--- src/rtl/branch_predict_unit_if.sv ---
// Fetch lookup, Execute resolution and perf-counter signals between the core and the branch predictor.
interface branch_predict_unit_if #(
    parameter int XLEN  = 32,
    parameter int CNT_W = 32
);
    logic [XLEN-1:0]  PCF;
    logic             PredictTakenF;
    logic [XLEN-1:0]  PredictTargetF;
    logic             BranchE;
    logic [2:0]       TypeBranchE;
    logic             ZeroE;
    logic             ALUResultE;
    logic [XLEN-1:0]  PCE;
    logic [XLEN-1:0]  PCTargetE;
    logic             PredictedTakenE;
    logic [XLEN-1:0]  PredictedTargetE;
    logic             NeedBranchE;
    logic             MispredictE;
    logic [XLEN-1:0]  RedirectPCE;
    logic [CNT_W-1:0] BranchCount;
    logic [CNT_W-1:0] MispredictCount;

    modport master (
        output PCF, BranchE, TypeBranchE, ZeroE, ALUResultE, PCE, PCTargetE,
               PredictedTakenE, PredictedTargetE,
        input  PredictTakenF, PredictTargetF, NeedBranchE, MispredictE, RedirectPCE,
               BranchCount, MispredictCount
    );

    modport slave (
        input  PCF, BranchE, TypeBranchE, ZeroE, ALUResultE, PCE, PCTargetE,
               PredictedTakenE, PredictedTargetE,
        output PredictTakenF, PredictTargetF, NeedBranchE, MispredictE, RedirectPCE,
               BranchCount, MispredictCount
    );
endinterface

--- src/rtl/branch_predict_unit.sv ---
// Direct-mapped BTB with 2-bit counters, Execute-stage branch resolution and
// saturating branch/mispredict counters for the RV32I pipeline.
module branch_predict_unit #(
    parameter int XLEN    = 32,
    parameter int ENTRIES = 16,
    parameter int CNT_W   = 32
) (
    input  logic                 clk,
    input  logic                 reset,
    branch_predict_unit_if.slave bp
);
    localparam int IDX_W = $clog2(ENTRIES);
    localparam int TAG_W = XLEN - IDX_W - 2;

    logic [ENTRIES-1:0]      valid_q, valid_d;
    logic [TAG_W-1:0]        tag_q    [ENTRIES];
    logic [TAG_W-1:0]        tag_d    [ENTRIES];
    logic [XLEN-1:0]         target_q [ENTRIES];
    logic [XLEN-1:0]         target_d [ENTRIES];
    logic [ENTRIES-1:0][1:0] ctr_q, ctr_d;
    logic [CNT_W-1:0]        branch_cnt_q, branch_cnt_d;
    logic [CNT_W-1:0]        mispred_cnt_q, mispred_cnt_d;

    logic [IDX_W-1:0] f_idx, e_idx;
    logic [TAG_W-1:0] f_tag, e_tag;
    logic             f_hit, e_hit, taken;
    logic [1:0]       unused_pcf_lsbs;

    assign f_idx           = bp.PCF[IDX_W+1:2];
    assign f_tag           = bp.PCF[XLEN-1:IDX_W+2];
    assign unused_pcf_lsbs = bp.PCF[1:0];
    assign f_hit           = valid_q[f_idx] && (tag_q[f_idx] == f_tag);

    assign bp.PredictTakenF  = f_hit & ctr_q[f_idx][1];
    assign bp.PredictTargetF = bp.PredictTakenF ? target_q[f_idx] : '0;

    assign e_idx = bp.PCE[IDX_W+1:2];
    assign e_tag = bp.PCE[XLEN-1:IDX_W+2];
    assign e_hit = valid_q[e_idx] && (tag_q[e_idx] == e_tag);

    // Reserved funct3 codes 010/011 resolve to not-taken rather than X.
    always_comb begin
        taken = 1'b0;
        case (bp.TypeBranchE)
            3'b000:         taken = bp.ZeroE;
            3'b001:         taken = ~bp.ZeroE;
            3'b100, 3'b110: taken = bp.ALUResultE;
            3'b101, 3'b111: taken = ~bp.ALUResultE;
            default:        taken = 1'b0;
        endcase
    end

    assign bp.NeedBranchE = bp.BranchE & taken;
    assign bp.MispredictE = bp.BranchE &
                            ((taken != bp.PredictedTakenE) |
                             (taken & (bp.PredictedTargetE != bp.PCTargetE)));
    assign bp.RedirectPCE = taken ? bp.PCTargetE : bp.PCE + XLEN'(4);

    always_comb begin
        valid_d       = valid_q;
        tag_d         = tag_q;
        target_d      = target_q;
        ctr_d         = ctr_q;
        branch_cnt_d  = branch_cnt_q;
        mispred_cnt_d = mispred_cnt_q;
        if (bp.BranchE) begin
            if (e_hit) begin
                if (taken) begin
                    target_d[e_idx] = bp.PCTargetE;
                    if (ctr_q[e_idx] != 2'b11) ctr_d[e_idx] = ctr_q[e_idx] + 2'd1;
                end else if (ctr_q[e_idx] != 2'b00) begin
                    ctr_d[e_idx] = ctr_q[e_idx] - 2'd1;
                end
            end else begin
                // Miss replaces the entry, starting weakly biased toward the outcome.
                valid_d[e_idx]  = 1'b1;
                tag_d[e_idx]    = e_tag;
                target_d[e_idx] = bp.PCTargetE;
                ctr_d[e_idx]    = taken ? 2'b10 : 2'b01;
            end
            if (!(&branch_cnt_q)) branch_cnt_d = branch_cnt_q + CNT_W'(1);
        end
        if (bp.MispredictE && !(&mispred_cnt_q)) mispred_cnt_d = mispred_cnt_q + CNT_W'(1);
    end

    always_ff @(posedge clk or posedge reset) begin
        if (reset) begin
            valid_q       <= '0;
            branch_cnt_q  <= '0;
            mispred_cnt_q <= '0;
            for (int i = 0; i < ENTRIES; i++) begin
                ctr_q[i]    <= 2'b01;
                tag_q[i]    <= '0;
                target_q[i] <= '0;
            end
        end else begin
            valid_q       <= valid_d;
            tag_q         <= tag_d;
            target_q      <= target_d;
            ctr_q         <= ctr_d;
            branch_cnt_q  <= branch_cnt_d;
            mispred_cnt_q <= mispred_cnt_d;
        end
    end

    assign bp.BranchCount     = branch_cnt_q;
    assign bp.MispredictCount = mispred_cnt_q;
endmodule
--- src/flat_wrapper.sv ---
// flat-port wrapper written by rule: the top's interface ports become plain ports
module branch_predict_unit_flat 
#(
    parameter int XLEN    = 32,
    parameter int ENTRIES = 16,
    parameter int CNT_W   = 32
)
  (clk, reset, bp_PCF, bp_BranchE, bp_TypeBranchE, bp_ZeroE, bp_ALUResultE, bp_PCE, bp_PCTargetE, bp_PredictedTakenE, bp_PredictedTargetE, bp_PredictTakenF, bp_PredictTargetF, bp_NeedBranchE, bp_MispredictE, bp_RedirectPCE, bp_BranchCount, bp_MispredictCount);
  branch_predict_unit_if #(.XLEN(XLEN), .CNT_W(CNT_W)) bp_i ();
  input  logic clk;
  input  logic reset;
  input wire logic [$bits(bp_i.PCF)-1:0] bp_PCF;
  input wire logic [$bits(bp_i.BranchE)-1:0] bp_BranchE;
  input wire logic [$bits(bp_i.TypeBranchE)-1:0] bp_TypeBranchE;
  input wire logic [$bits(bp_i.ZeroE)-1:0] bp_ZeroE;
  input wire logic [$bits(bp_i.ALUResultE)-1:0] bp_ALUResultE;
  input wire logic [$bits(bp_i.PCE)-1:0] bp_PCE;
  input wire logic [$bits(bp_i.PCTargetE)-1:0] bp_PCTargetE;
  input wire logic [$bits(bp_i.PredictedTakenE)-1:0] bp_PredictedTakenE;
  input wire logic [$bits(bp_i.PredictedTargetE)-1:0] bp_PredictedTargetE;
  output wire logic [$bits(bp_i.PredictTakenF)-1:0] bp_PredictTakenF;
  output wire logic [$bits(bp_i.PredictTargetF)-1:0] bp_PredictTargetF;
  output wire logic [$bits(bp_i.NeedBranchE)-1:0] bp_NeedBranchE;
  output wire logic [$bits(bp_i.MispredictE)-1:0] bp_MispredictE;
  output wire logic [$bits(bp_i.RedirectPCE)-1:0] bp_RedirectPCE;
  output wire logic [$bits(bp_i.BranchCount)-1:0] bp_BranchCount;
  output wire logic [$bits(bp_i.MispredictCount)-1:0] bp_MispredictCount;
  assign bp_i.PCF = bp_PCF;
  assign bp_i.BranchE = bp_BranchE;
  assign bp_i.TypeBranchE = bp_TypeBranchE;
  assign bp_i.ZeroE = bp_ZeroE;
  assign bp_i.ALUResultE = bp_ALUResultE;
  assign bp_i.PCE = bp_PCE;
  assign bp_i.PCTargetE = bp_PCTargetE;
  assign bp_i.PredictedTakenE = bp_PredictedTakenE;
  assign bp_i.PredictedTargetE = bp_PredictedTargetE;
  assign bp_PredictTakenF = bp_i.PredictTakenF;
  assign bp_PredictTargetF = bp_i.PredictTargetF;
  assign bp_NeedBranchE = bp_i.NeedBranchE;
  assign bp_MispredictE = bp_i.MispredictE;
  assign bp_RedirectPCE = bp_i.RedirectPCE;
  assign bp_BranchCount = bp_i.BranchCount;
  assign bp_MispredictCount = bp_i.MispredictCount;
  branch_predict_unit #(.XLEN(XLEN), .ENTRIES(ENTRIES), .CNT_W(CNT_W)) u_core (.clk(clk), .reset(reset), .bp(bp_i));
endmodule
--- config.mk ---
export PLATFORM = sky130hd
export DESIGN_NAME = branch_predict_unit_flat
export DESIGN_NICKNAME = d
export VERILOG_FILES = /design/src/rtl/branch_predict_unit_if.sv /design/src/rtl/branch_predict_unit.sv /design/src/flat_wrapper.sv
export SDC_FILE = /design/constraint.sdc
export NUM_CORES = 2
export LEC_CHECK = 0
export ABC_AREA = 1
export ABC_CLOCK_PERIOD_IN_PS = 57100
export CELL_PAD_IN_SITES_DETAIL_PLACEMENT = 0
export CELL_PAD_IN_SITES_GLOBAL_PLACEMENT = 1
export CORE_MARGIN = 4
export CORE_UTILIZATION = 45
export CTS_CLUSTER_SIZE = 24
export DETAILED_ROUTE_END_ITERATION = 10
export HOLD_SLACK_MARGIN = 0.08
export PLACE_DENSITY = 0.9
export SYNTH_ARGS = -nofsm -noshare
export SYNTH_HDL_FRONTEND = slang
export SYNTH_SLANG_ARGS = --single-unit
--- constraint.sdc ---
create_clock -name clk -period 57.1 [get_ports clk]
set_clock_uncertainty 0.15 [all_clocks]
set_input_delay 11.42 -clock clk [delete_from_list [all_inputs] [get_ports clk]]
set_output_delay 11.42 -clock clk [all_outputs]
set_load 0.02 [all_outputs]
Word-level counts from Yosys, hierarchy flattened
Index checks and enable logic that the tools add are counted.

storage, ports and cells
  ROM bits = 0
  logic and storage cells = 143
  latch bits = 0
  memory bits (writable) = 0
  output and inout bits = 131
  input bits = 137
  bits in registers = 1040
  memories kept = 0

cells by class
  magnitude comparators = 6
  $add $sub $neg = 5
  multipliers = 0
  reduce and logical (&&, ||, !) cells = 16
  mux-type cells = 40
  equal/unequal tests = 13
  bitwise logic cells = 12
  shift operators = 0
  divide/modulo/power cells = 0

operator list
  cell                     number
  $mux W512                2
  $bwmux W512              1
  $bwmux W416              1
  $mux W32                 9
  $bmux W26 S4             2
  $mux W26                 5
  $bmux W32 S4             1
  $demux W32 S4            1
  $demux W26 S4            1
  $bwmux W32               3
  $add A32 B1 Y32 const B  2
  $reduce_and A32 Y1       2
  $eq A26 B26 Y1           2
  $add A32 B3 Y32 const B  1
  $ne A32 B32 Y1           1
  $bmux W2 S4              2
  $or A16 B16 Y16          1
  $eq A3 B3 Y1 const B     4
  $ge A5 B5 Y1 const B     2
  $lt A4 B5 Y1 const B     2
  $not A4 Y5               2
  $bmux W1 S4              2
  $demux W2 S4             1
  $mux W2                  4
  other kinds (21)         38

Longest topological paths before layout
  depth in word-level cells = 8
  mapped depth = 25
  mapped depth without buffers = 20

Least setup slack after synthesis
No wires, ideal clock.

  path kind = in2out
  start = input bp_PCF[3]
  end = output bp_PredictTargetF[26]
  slack = 31.571 ns
  required time = 45.530 ns
  buffers on the path = 6
  arrival time = 13.959 ns
  stages on the path = 10
  cells stage by stage = clkbuf_1 -> clkbuf_1 -> clkbuf_1 -> clkbuf_1 -> clkbuf_1 -> buf_1 -> a21oi_1 -> a221oi_1 -> o31ai_1 -> nor3_1

between the ends
  cells in the longest elaborated chain, start to end = 8
  elaborated cells on any way between the ends = 15

RTL lines
  item                                          RTL line                                              RTL
  start, declared                               flat_wrapper.sv:12                                    input wire logic [$bits(bp_i.PCF)-1:0] bp_PCF;
  $not A4 Y5 (not written as such)              branch_predict_unit.sv:32, branch_predict_unit.sv:35
  $bmux W26 S4                                  branch_predict_unit.sv:32                             assign f_hit = valid_q[f_idx] && (tag_q[f_idx] == f_tag);
  $mux W26 (not written as such) (2 in series)  branch_predict_unit.sv:32
  $eq A26 B26 Y1                                branch_predict_unit.sv:32
  $logic_and A1 B1 Y1                           branch_predict_unit.sv:32
  $and A1 B1 Y1                                 branch_predict_unit.sv:34                             assign bp.PredictTakenF = f_hit & ctr_q[f_idx][1];
  $mux W32 (*)                                  branch_predict_unit.sv:35                             assign bp.PredictTargetF = bp.PredictTakenF ? target_q[f_idx] : '0;
  end, declared                                 flat_wrapper.sv:22                                    output wire logic [$bits(bp_i.PredictTargetF)-1:0] bp_PredictTargetF;

Mark *: on every way between the ends. The rest lies on a longest branch, timed or not. The select of a mux whose other input is x is not followed.

Worst setup path in the final report
  start = input bp_PCF[2]
  end = output bp_PredictTargetF[13]

The elaborated chain is that of the path after synthesis.

==> metrics.txt <==
status=complete, no violations; most frequent cells after synthesis=nand2_1 (2879), dfrtp_1 (1024), nand3_1 (868), o21ai_0 (778), a21oi_1 (464); M1 WL=between 80 and 90 mm; share of the yosys chip area belonging to registers=approximately 46%; hpwl dp=124.2 mm; asr flop ratio synth=100.0%; distinct cell type count after synthesis=40; fin crit share=slightly above 50%; First-pass DRT Iterations=6; ys flop type=dfrtp_1; DR vias/cell=around 5.9; final hold vios=0; metal3 WL=roughly 27 mm; number of synthesized flops with an enable pin=0; Crit. End Element=output pin; number of buffers created by CTS=111; unrepaired setup endpoints after global routing=no; CTS Buffer Depth=3; nets=between 7k and 8k; Yosys Warn Count=0; final setup TNS=0 ns; fin. max-slew vios=0; GPL Wtd Cong=~0.9; share of post-route cells with drive strength above 1=4.934%; global-route usage over all layers=roughly 32%; postcts setup bufs=0; top-count cell post-synth=nand2_1; Slew headroom=approximately a tenth; Max rail drop VDD=approximately 25 µV; Cell Area, Synth=around 0.057 mm²; width of the die=364.0 µm; post-cts sizing count=0; Synth area leader=dfrtp_1; met2 wire len=roughly 95 mm; area delta synth->final=12.15%; vias in the first global route=51.97k; post-layout min period=approximately 29 ns; Final Core Density=between 50% and 60%; Reg clk slew, reported paths=roughly 0.060 ns; core area=0.1257 mm²; placed instance area=around 0.060 mm²; Worst-Margin Slew=around 1.4 ns; hold_buf cts=0; Peak Freq=between 30 and 40 MHz; largest net degree at the start of global routing=205; pwr/cell area=34.06 mW/mm²; Via Count=roughly 56k; mean post-synth cell area=between 7 and 8 µm²; routed wire length=between 200 and 250 mm; area share of the largest cell type after synthesis=between 40% and 50%; initial antenna violation count=14; Chip Height=364.0 µm; clock latency on the worst-skew pair=between 0.7 and 0.8 ns; CP Launch Type=input port; Initial Util=between 40% and 50%; CP max FO=91; Worst Path Arrival=between 15 and 20 ns; clock sinks=roughly 1.0k; Max Cap Viol=0; hold crit path type=register to register; Crit Path Category=input port to output pin; total global routing overflow=0; Setup violations, final=0; Synth Net Count=between 8k and 9k; Mapped Cells=between 7k and 8k; PnR Total Power=approximately 2.2 mW; CTS tree=done; DRC=0; # IOs=268; max layer used=met5; Final Cell Area=between 0.06 and 0.07 mm²; htree depth=3; ranking of synthesized cells by area=dfrtp_1 (45%), nand2_1 (19%), nand3_1 (7.6%), o21ai_0 (6.8%), a21oi_1 (4.1%); first-pass GRT wire length=roughly 330 mm; WHS Path Cells=2; Clock Root Buffer=clkbuf_16; DR iter-0 viols=7980; worst r2r path cells=21; Port Buffers=between 200 and 300; DR WL/cell=23.03 µm; FP Rows=130; CP required=45.53 ns; area of the die=~0.13 mm²; post-route ant nets=0; Leakage Power=30.97 nW; number of synthesized register bits=approximately 1.0k
worst max-delay path, stage by stage:
cell             delay [ns]
buf_8                  0.45
buf_4                  0.81
buf_4                  0.90
a21oi_1                0.18
o21ai_0                0.12
nand3_1                0.10
nand3_1                0.13
nand2_1                0.15
inv_1                  0.20
o22ai_1                0.10
nor2_1                 0.11
nand2_1                0.06
nor2_1                 0.12
nand2_2                0.54
nor3_1                 0.88
clkdlybuf4s50_1        0.74
report_power, final:
part	switching (mW)	total [mW]	internal, mW
Combinational	0.290	0.439	0.150
Sequential	0.0903	0.978	0.888
Clock	0.327	0.761	0.434
flip-flops by register name (all words and copies together) (netlist names):
register                   count
u_core.bp.BranchCount         32
u_core.bp.MispredictCount     32
u_core.ctr_q                  32
u_core.tag_q                 416
u_core.target_q              512
u_core.valid_q                16
final cells by class:
cell class | count | area (µm²)
antenna | 2 | 5.005
clock buffer | 164 | 3277
clock inverter | 40 | 518.0
fill | 12113 | 61780
inverter | 457 | 1753
multi-input combinational | 5823 | 26730
sequential | 1040 | 26050
tap | 1650 | 2064
timing repair buffer | 380 | 3562
per-stage QoR:
stage                     cells  hold slack [ns]  setup WS (ns)
final                      9556           0.3188          28.30
after global routing       9554           0.3294          28.25
after CTS                  9554           0.3161          28.55
after detailed placement   9350           0.3010          28.55
after global placement     9350           0.2920          28.52
after floorplan            7989           0.2776          16.29
cell usage in the layout, fill, tap and decap left out, drive strengths merged, types with 2 or more instances in the layout:
| master | instances |
|---|---|
| clkdlybuf4s50 | 259 |
| or2 | 3 |
| dfstp | 16 |
| o311ai | 5 |
| a21oi | 464 |
| nand3b | 2 |
| ha | 8 |
| nor4 | 12 |
| bufinv | 8 |
| xnor2 | 35 |
| clkinv | 33 |
| clkinvlp | 3 |
| clkbuf | 164 |
| dfrtp | 1024 |
| o31ai | 33 |
| a31oi | 6 |
| a221oi | 125 |
| diode | 2 |
| xor2 | 70 |
| nor3 | 75 |
| o211ai | 71 |
| nand3 | 868 |
| nor2 | 310 |
| a22o | 2 |
| inv | 453 |
| nand4 | 25 |
| a211oi | 2 |
| nand2 | 2898 |
| o21ai | 790 |
| o22ai | 15 |
| buf | 121 |
cells by family after synthesis:
logic type | synth area share, %
simple gates | 29.97
buf+inv | 7.881
flops | 45.67
compound gates | 14.69
fa+ha+maj | 0.1755
xor+xnor | 1.613
path summary, 6_finish.rpt:
kind | from | endpoint | slack [ns]
max in group asynchronous | reset | u_core.bp.MispredictCount[11] | 42.52
worst min-delay path | u_core.valid_q[12] | u_core.valid_q[12] | 0.32
worst min register to register | u_core.valid_q[12] | u_core.valid_q[12] | 0.32
worst max-delay path | bp_PCF[2] | bp_PredictTargetF[13] | 28.30
worst max register to register | u_core.tag_q[3] | u_core.target_q[331] | 51.01
min in group asynchronous | reset | u_core.bp.BranchCount[13] | 11.09
metal layers:
metal  global-route usage (%)  vias up
met2                    48.87     3266
met3                    8.829      613
met4                    14.18       22
li1                         -    25714
met1                    43.67    26816
met5                   0.6536        -
Note: power is estimated with default switching activity, not from simulation.
